===== config.mk =====
export PLATFORM = sky130hd
export DESIGN_NAME = rf_2p_traffic_gen
export DESIGN_NICKNAME = d
export VERILOG_FILES = /design/src/rtl/rf_tg_pkg.sv /design/src/rtl/rf_tg_checker.sv /design/src/rtl/rf_2p_traffic_gen.sv
export SDC_FILE = /design/constraint.sdc
export NUM_CORES = 1
export LEC_CHECK = 0
export BUFFER_PORTS_ARGS = -buffer_cell sky130_fd_sc_hd__buf_2
export CAP_MARGIN = 10
export CORE_MARGIN = 3
export CORE_UTILIZATION = 50
export CTS_CLUSTER_SIZE = 8
export DETAILED_ROUTE_END_ITERATION = 8
export GPL_ROUTABILITY_DRIVEN = 0
export PLACE_DENSITY_LB_ADDON = 0.3
export SETUP_SLACK_MARGIN = 0.4
export SLEW_MARGIN = 20
export SYNTH_ARGS = -nofsm -noshare
export SYNTH_HDL_FRONTEND = slang
export SYNTH_SLANG_ARGS = --single-unit

===== constraint.sdc =====
create_clock -name clk -period 7 [get_ports clk]
set_input_delay 0.7 -clock clk [delete_from_list [all_inputs] [get_ports clk]]
set_output_delay 0.7 -clock clk [all_outputs]
set_load 0.05 [all_outputs]

===== src/rtl/rf_tg_pkg.sv =====
// rtl/rf_tg_pkg.sv - shared types and data pattern generator for the SRAM traffic generator
package rf_tg_pkg;

  typedef enum logic [1:0] {
    MODE_WRITE_ONLY      = 2'd0,
    MODE_READ_ONLY       = 2'd1,
    MODE_WRITE_THEN_READ = 2'd2,
    MODE_CONCURRENT      = 2'd3
  } mode_e;

  typedef enum logic [1:0] {
    PAT_ZEROS     = 2'd0,
    PAT_ONES      = 2'd1,
    PAT_CHECKER   = 2'd2,
    PAT_ADDR_SEED = 2'd3
  } pat_e;

  typedef enum logic [2:0] {
    S_IDLE  = 3'd0,
    S_WRITE = 3'd1,
    S_READ  = 3'd2,
    S_CONC  = 3'd3,
    S_DRAIN = 3'd4,
    S_DONE  = 3'd5
  } state_e;

  // Computed at full width; callers truncate to the SRAM word width.
  function automatic logic [63:0] pat_gen(input logic [63:0] addr, input pat_e sel,
                                          input logic [63:0] seed);
    case (sel)
      PAT_ZEROS:   return 64'h0;
      PAT_ONES:    return {64{1'b1}};
      PAT_CHECKER: return addr[0] ? {32{2'b10}} : {32{2'b01}};
      default:     return addr ^ seed;
    endcase
  endfunction

endpackage


===== src/rtl/rf_tg_checker.sv =====
// rtl/rf_tg_checker.sv - read-data pipeline, pattern compare, error counter; RF_TG_ERR_LOG_EN adds first-error log
module rf_tg_checker
  import rf_tg_pkg::*;
#(
  parameter int ADDR_WIDTH = 4,
  parameter int BITS       = 8
) (
  input  logic                  clk,
  input  logic                  rst,
  input  logic                  clr,
  input  logic                  rd_chk,
  input  logic [ADDR_WIDTH-1:0] rd_addr,
  input  logic [BITS-1:0]       qa,
  input  pat_e                  sel,
  input  logic [BITS-1:0]       seed,
  output logic [15:0]           err_cnt,
  output logic [ADDR_WIDTH-1:0] first_err_addr,
  output logic [BITS-1:0]       first_err_data
);

  logic                  rd_vld_q;
  logic [ADDR_WIDTH-1:0] rd_addr_q;
  logic [BITS-1:0]       exp_data;
  logic                  mismatch;

  // qa belongs to the read issued one cycle earlier, so compare against the delayed address.
  assign exp_data = BITS'(pat_gen(64'(rd_addr_q), sel, 64'(seed)));
  assign mismatch = rd_vld_q && (qa != exp_data);

  always_ff @(posedge clk) begin
    if (rst) begin
      rd_vld_q  <= 1'b0;
      rd_addr_q <= '0;
      err_cnt   <= '0;
    end else begin
      rd_vld_q  <= rd_chk;
      rd_addr_q <= rd_addr;
      if (clr) begin
        err_cnt <= '0;
      end else if (mismatch && (err_cnt != 16'hFFFF)) begin
        err_cnt <= err_cnt + 16'd1;
      end
    end
  end

`ifdef RF_TG_ERR_LOG_EN
  logic err_seen_q;

  always_ff @(posedge clk) begin
    if (rst) begin
      err_seen_q     <= 1'b0;
      first_err_addr <= '0;
      first_err_data <= '0;
    end else if (clr) begin
      err_seen_q     <= 1'b0;
      first_err_addr <= '0;
      first_err_data <= '0;
    end else if (mismatch && !err_seen_q) begin
      err_seen_q     <= 1'b1;
      first_err_addr <= rd_addr_q;
      first_err_data <= qa;
    end
  end
`else
  assign first_err_addr = '0;
  assign first_err_data = '0;
`endif

endmodule


===== src/rtl/rf_2p_traffic_gen.sv =====
// rtl/rf_2p_traffic_gen.sv - two-port SRAM sweep sequencer with read check; RF_TG_ERR_LOG_EN enables first-error log
module rf_2p_traffic_gen
  import rf_tg_pkg::*;
#(
  parameter int ADDR_WIDTH = 4,
  parameter int BITS       = 8,
  parameter int ITER_WIDTH = 16
) (
  input  logic                  clk,
  input  logic                  rst,
  input  logic                  start,
  input  logic                  abort,
  input  logic [1:0]            mode,
  input  logic [1:0]            pat_sel,
  input  logic [BITS-1:0]       seed,
  input  logic [ITER_WIDTH-1:0] num_iters,
  output logic                  cena,
  output logic [ADDR_WIDTH-1:0] aa,
  output logic                  cenb,
  output logic [ADDR_WIDTH-1:0] ab,
  output logic [BITS-1:0]       db,
  input  logic [BITS-1:0]       qa,
  output logic                  busy,
  output logic                  done,
  output logic [ITER_WIDTH-1:0] iter_cnt,
  output logic [15:0]           err_cnt,
  output logic [ADDR_WIDTH-1:0] first_err_addr,
  output logic [BITS-1:0]       first_err_data
);

  localparam logic [ADDR_WIDTH-1:0] ADDR_LAST = '1;
  localparam logic [ADDR_WIDTH-1:0] ADDR_HALF = ADDR_WIDTH'(1) << (ADDR_WIDTH - 1);

  state_e                state_q, state_d;
  mode_e                 mode_q;
  pat_e                  sel_q;
  logic [BITS-1:0]       seed_q;
  logic [ITER_WIDTH-1:0] iters_q;
  logic [ADDR_WIDTH-1:0] addr_q, addr_d;
  logic [ITER_WIDTH-1:0] iter_d, iter_inc;
  logic [ADDR_WIDTH-1:0] conc_raddr;
  logic                  cena_d, cenb_d, busy_d, done_d, rd_chk_d, rd_chk_q, start_acc;
  logic [ADDR_WIDTH-1:0] aa_d, ab_d;
  logic [BITS-1:0]       db_d;

  function automatic logic [BITS-1:0] wr_pat(input logic [ADDR_WIDTH-1:0] a, input pat_e s,
                                             input logic [BITS-1:0] sd);
    return BITS'(pat_gen(64'(a), s, 64'(sd)));
  endfunction

  assign iter_inc   = iter_cnt + 1'b1;
  // Read half a memory away from the write so the two ports never hit the same word.
  assign conc_raddr = addr_q + ADDR_HALF;

  always_comb begin
    state_d   = state_q;
    addr_d    = addr_q;
    iter_d    = iter_cnt;
    cena_d    = 1'b1;
    cenb_d    = 1'b1;
    aa_d      = aa;
    ab_d      = ab;
    db_d      = db;
    rd_chk_d  = 1'b0;
    busy_d    = busy;
    done_d    = 1'b0;
    start_acc = 1'b0;
    case (state_q)
      S_IDLE: begin
        if (start) begin
          start_acc = 1'b1;
          busy_d    = 1'b1;
          addr_d    = '0;
          iter_d    = '0;
          if (num_iters == '0)                          state_d = S_DONE;
          else if (mode_e'(mode) == MODE_READ_ONLY)     state_d = S_READ;
          else if (mode_e'(mode) == MODE_CONCURRENT)    state_d = S_CONC;
          else                                          state_d = S_WRITE;
        end
      end
      S_WRITE: begin
        if (abort) begin
          state_d = S_DRAIN;
        end else begin
          cenb_d = 1'b0;
          ab_d   = addr_q;
          db_d   = wr_pat(addr_q, sel_q, seed_q);
          addr_d = addr_q + 1'b1;
          if (addr_q == ADDR_LAST) begin
            if (mode_q == MODE_WRITE_THEN_READ) begin
              state_d = S_READ;
            end else begin
              iter_d = iter_inc;
              if (iter_inc == iters_q) state_d = S_DRAIN;
            end
          end
        end
      end
      S_READ: begin
        if (abort) begin
          state_d = S_DRAIN;
        end else begin
          cena_d   = 1'b0;
          aa_d     = addr_q;
          rd_chk_d = 1'b1;
          addr_d   = addr_q + 1'b1;
          if (addr_q == ADDR_LAST) begin
            iter_d = iter_inc;
            if (iter_inc == iters_q)                 state_d = S_DRAIN;
            else if (mode_q == MODE_WRITE_THEN_READ) state_d = S_WRITE;
          end
        end
      end
      S_CONC: begin
        if (abort) begin
          state_d = S_DRAIN;
        end else begin
          cena_d   = 1'b0;
          cenb_d   = 1'b0;
          ab_d     = addr_q;
          db_d     = wr_pat(addr_q, sel_q, seed_q);
          aa_d     = conc_raddr;
          // Skip the upper half on the first sweep: it has not been written yet this run.
          rd_chk_d = (iter_cnt != '0) || (conc_raddr < ADDR_HALF);
          addr_d   = addr_q + 1'b1;
          if (addr_q == ADDR_LAST) begin
            iter_d = iter_inc;
            if (iter_inc == iters_q) state_d = S_DRAIN;
          end
        end
      end
      S_DRAIN: state_d = S_DONE;
      S_DONE: begin
        done_d  = 1'b1;
        busy_d  = 1'b0;
        state_d = S_IDLE;
      end
      default: state_d = S_IDLE;
    endcase
  end

  always_ff @(posedge clk) begin
    if (rst) begin
      state_q  <= S_IDLE;
      mode_q   <= MODE_WRITE_ONLY;
      sel_q    <= PAT_ZEROS;
      seed_q   <= '0;
      iters_q  <= '0;
      addr_q   <= '0;
      iter_cnt <= '0;
      cena     <= 1'b1;
      cenb     <= 1'b1;
      aa       <= '0;
      ab       <= '0;
      db       <= '0;
      busy     <= 1'b0;
      done     <= 1'b0;
      rd_chk_q <= 1'b0;
    end else begin
      state_q  <= state_d;
      addr_q   <= addr_d;
      iter_cnt <= iter_d;
      cena     <= cena_d;
      cenb     <= cenb_d;
      aa       <= aa_d;
      ab       <= ab_d;
      db       <= db_d;
      busy     <= busy_d;
      done     <= done_d;
      rd_chk_q <= rd_chk_d;
      if (start_acc) begin
        mode_q  <= mode_e'(mode);
        sel_q   <= pat_e'(pat_sel);
        seed_q  <= seed;
        iters_q <= num_iters;
      end
    end
  end

  rf_tg_checker #(
    .ADDR_WIDTH(ADDR_WIDTH),
    .BITS      (BITS)
  ) u_checker (
    .clk           (clk),
    .rst           (rst),
    .clr           (start_acc),
    .rd_chk        (rd_chk_q),
    .rd_addr       (aa),
    .qa            (qa),
    .sel           (sel_q),
    .seed          (seed_q),
    .err_cnt       (err_cnt),
    .first_err_addr(first_err_addr),
    .first_err_data(first_err_data)
  );

endmodule


==> summary.txt <==
Timing
  – Rel. slew slack: 0.321
  – Worst Tran Pin Value: 1.02 ns
  – Final Skew: 0.0154 ns
  – Max Clk Rate: 294 MHz
  – Final Cycle Share: 0.486
  – Final hold vios: 0
  – Final setup viols: 0
  – RSZ-0062 raised after global routing: no
  – Final Max Slew Viols: 0
  – TNS Setup: 0 ns
  – Crit path time final: 3.40 ns
  – Final worst slack: 3.60 ns

Global routing
  – GRT Resource Usage Total: 0.224
  – Global route overflow: 0
  – Largest net degree at the start of global routing: 78
  – Initial antenna violation count: 0
  – First-pass GRT wire length: 20.6 mm
  – Vias in the first global route: 4315

Synthesis
  – Warnings, synthesis: 0
  – Post-Syn Area: 4960 µm²
  – Simple-gate share of the synthesized area: 0.292
  – Synth Area in Compound Gates: 0.175
  – Post-synth EDFFs: 0
  – Share of the synthesized area in the top cell type: 0.376
  – Dominant combinational cell family by area after synthesis: simple AND/OR/NAND/NOR gates
  – Sequential-to-total area share from yosys stat: 0.376
  – Top cells by area, synth: dfxtp_1, a21oi_1, nand2_1
  – Share of synthesized cell area in full adder, half adder and majority cells: 0.0101
  – Unique masters post-synth: 58
  – Post-synthesis mux area share: 0.0141
  – Synth Area per Inst: 7.64 µm²
  – Async SR Flop Fraction: 0
  – Synth area leader: dfxtp_1
  – #FFs+latches synth: 93
  – Gate count after technology mapping: 649
  – Main synth FF type: dfxtp_1
  – XOR/XNOR Fraction of Synth Area: 0.0689

Power and ir drop
  – Pwr per Cell Area: 276 nW/µm²
  – Peak supply drop: 0.207 mV
  – Pleak: 2.23 nW

Final layout
  – Layout cells sized above 1: 0.164
  – Most frequent cells in the layout: nand2_1, dfxtp_1, buf_2
  – Commonest non-fill, non-tap cell in the layout: nand2_1
  – Final Non-Filler Cells: 847
  – Fin nets: 757
  – Post-Route Utilization: 0.591
  – N_diodes: 0
  – Area grow syn2layout: 12.2%

Setup path
  – Buffers & Inverters on Critical Path: 0
  – CP Max Fanout: 9
  – CP endpoint kind: flip-flop
  – CP arrival: 3.61 ns
  – Critical path's top delay family: simple AND/OR/NAND/NOR gates
  – Slowest Stage Delay on Critical Path: 0.55 ns
  – Data required time at the worst endpoint: 7.21 ns
  – Startpoint types: flip-flop
  – CP dominant cell by count: nand3_1
  – Crit Path Category: reg2reg
  – CP max stage cell: or4_4
  – Worst path cell trace: ha_1 > nand3_1 > nor4_2 > nand3_1 > xnor2_1 > or4_1 > or4_4 > a221oi_1 > a211oi_2

Floorplanning
  – Top Ports: 104
  – # rows: 35
  – Die width: 106 µm
  – Die area: 11100 µm²
  – Initial Utilization: 0.526
  – Core area: 9420 µm²
  – Die Y: 106 µm

Route
  – Post-Route WL: 12.7 mm
  – DRT Pass-1 Iters: 6
  – Via count: 4779
  – Initial DRC Count: 447
  – Drc violations: 0
  – Wire length per cell: 15.0 µm
  – DRT antenna net count: 0
  – Number of vias per cell: 5.64

Clock tree
  – Skew-Pair Late Insertion Delay: 0.36 ns
  – Post-CTS sizing: 0
  – Clock sink count: 93
  – Post-CTS Hold Buffers: 0
  – TritonCTS clock tree: done
  – CTS buffer count: 9
  – Clock buffer depth: 2
  – Clock-pin slew on the worst setup and hold paths: 0.09 ns
  – Setup bufs post-CTS: 0
  – Clock root cell: clkbuf_8
  – H-tree levels: 3

Placed design
  – PortBufs: 91
  – Post-Place Cells: 831
  – Detailed Place HPWL: 9.33 mm
  – Pre-CTS setup slack: 3.68 ns

Min path
  – HP Class: reg2reg

Run status
  – Outcome: finished, final reports clean

Job
  – Maxcap violations: 0
state kept, by name, summed over array words and instances (netlist names):
register	cells
aa	4
ab	4
addr_q	4
busy	1
cena	1
cenb	1
db	8
done	1
iter_cnt	16
iters_q	16
mode_q	2
rd_chk_q	1
seed_q	8
sel_q	2
state_q	3
u_checker.err_cnt	16
u_checker.rd_addr_q	4
u_checker.rd_vld_q	1
metrics by stage:
step / power, W / hold slack, ns / area, µm²
final: 0.00153 / 0.445 / 5560
after floorplan: 0.00108 / 0.414 / 5000
after detailed placement: 0.00120 / 0.431 / 5380
after global placement: 0.00118 / 0.417 / 5380
after CTS: 0.00153 / 0.454 / 5560
after global routing: 0.00163 / 0.468 / 5560
power by group:
part	internal [W]	switching [W]	total, W
Combinational	0.000175	0.000345	0.000520
Sequential	0.000595	0.0000779	0.000673
Clock	0.000149	0.000191	0.000340
area by class of cell:
class	count	area, µm²
fillers	895	3850
clock inverters	5	33.8
flip-flops and latches	93	1860
well taps	129	161
inverters	15	56.3
multi-input cells	500	2820
repair buffers	94	478
clock buffers	11	151
Yosys cell counts, drive strengths merged (3+ instances only):
master and number:
nor4 9, or4 4, mux2i 7, nor4b 4, nand3 20, nand3b 5
buf 25, o21ai 24, xor2 13, inv 15, a211oi 11, nand2 105
dfxtp 93, clkbuf 27, xnor2 26, a21oi 78, ha 4, nor2 57
a21o 4, nor2b 9, and2 9, or3 11, a31oi 8, o21a 3
nand2b 8, nand4 12, nor3 17, o22a 5, and4 5, and3 8
per-layer routing:
layer,vias up,part of all wire,global-route usage,routed length (µm)
met1,2209,0.47,0.319,5970
li1,2369,-,-,-
met2,188,0.44,0.350,5640
met5,-,0,0,0
met3,13,0.076,0.0392,963
met4,0,0.010,0.0638,131
cells by family after synthesis:
logic type / after synthesis
other: 1
multiplexers: 7
adder cells (fa/ha/maj): 4
AO/OA/AOI/OAI: 147
flip-flops: 93
XOR/XNOR: 39
buffers and inverters: 67
AND/OR/NAND/NOR: 291
worst paths after layout:
check              startpoint            endpoint  slack (ns)  cells after the start
setup / recovery  iter_cnt[0]          state_q[0]        3.60                      9
setup reg to reg  iter_cnt[0]          state_q[0]        3.60                      9
hold reg to reg      rd_chk_q  u_checker.rd_vld_q        0.44                      1
hold / removal       rd_chk_q  u_checker.rd_vld_q        0.44                      1
Power figures use the tool's default switching activity.
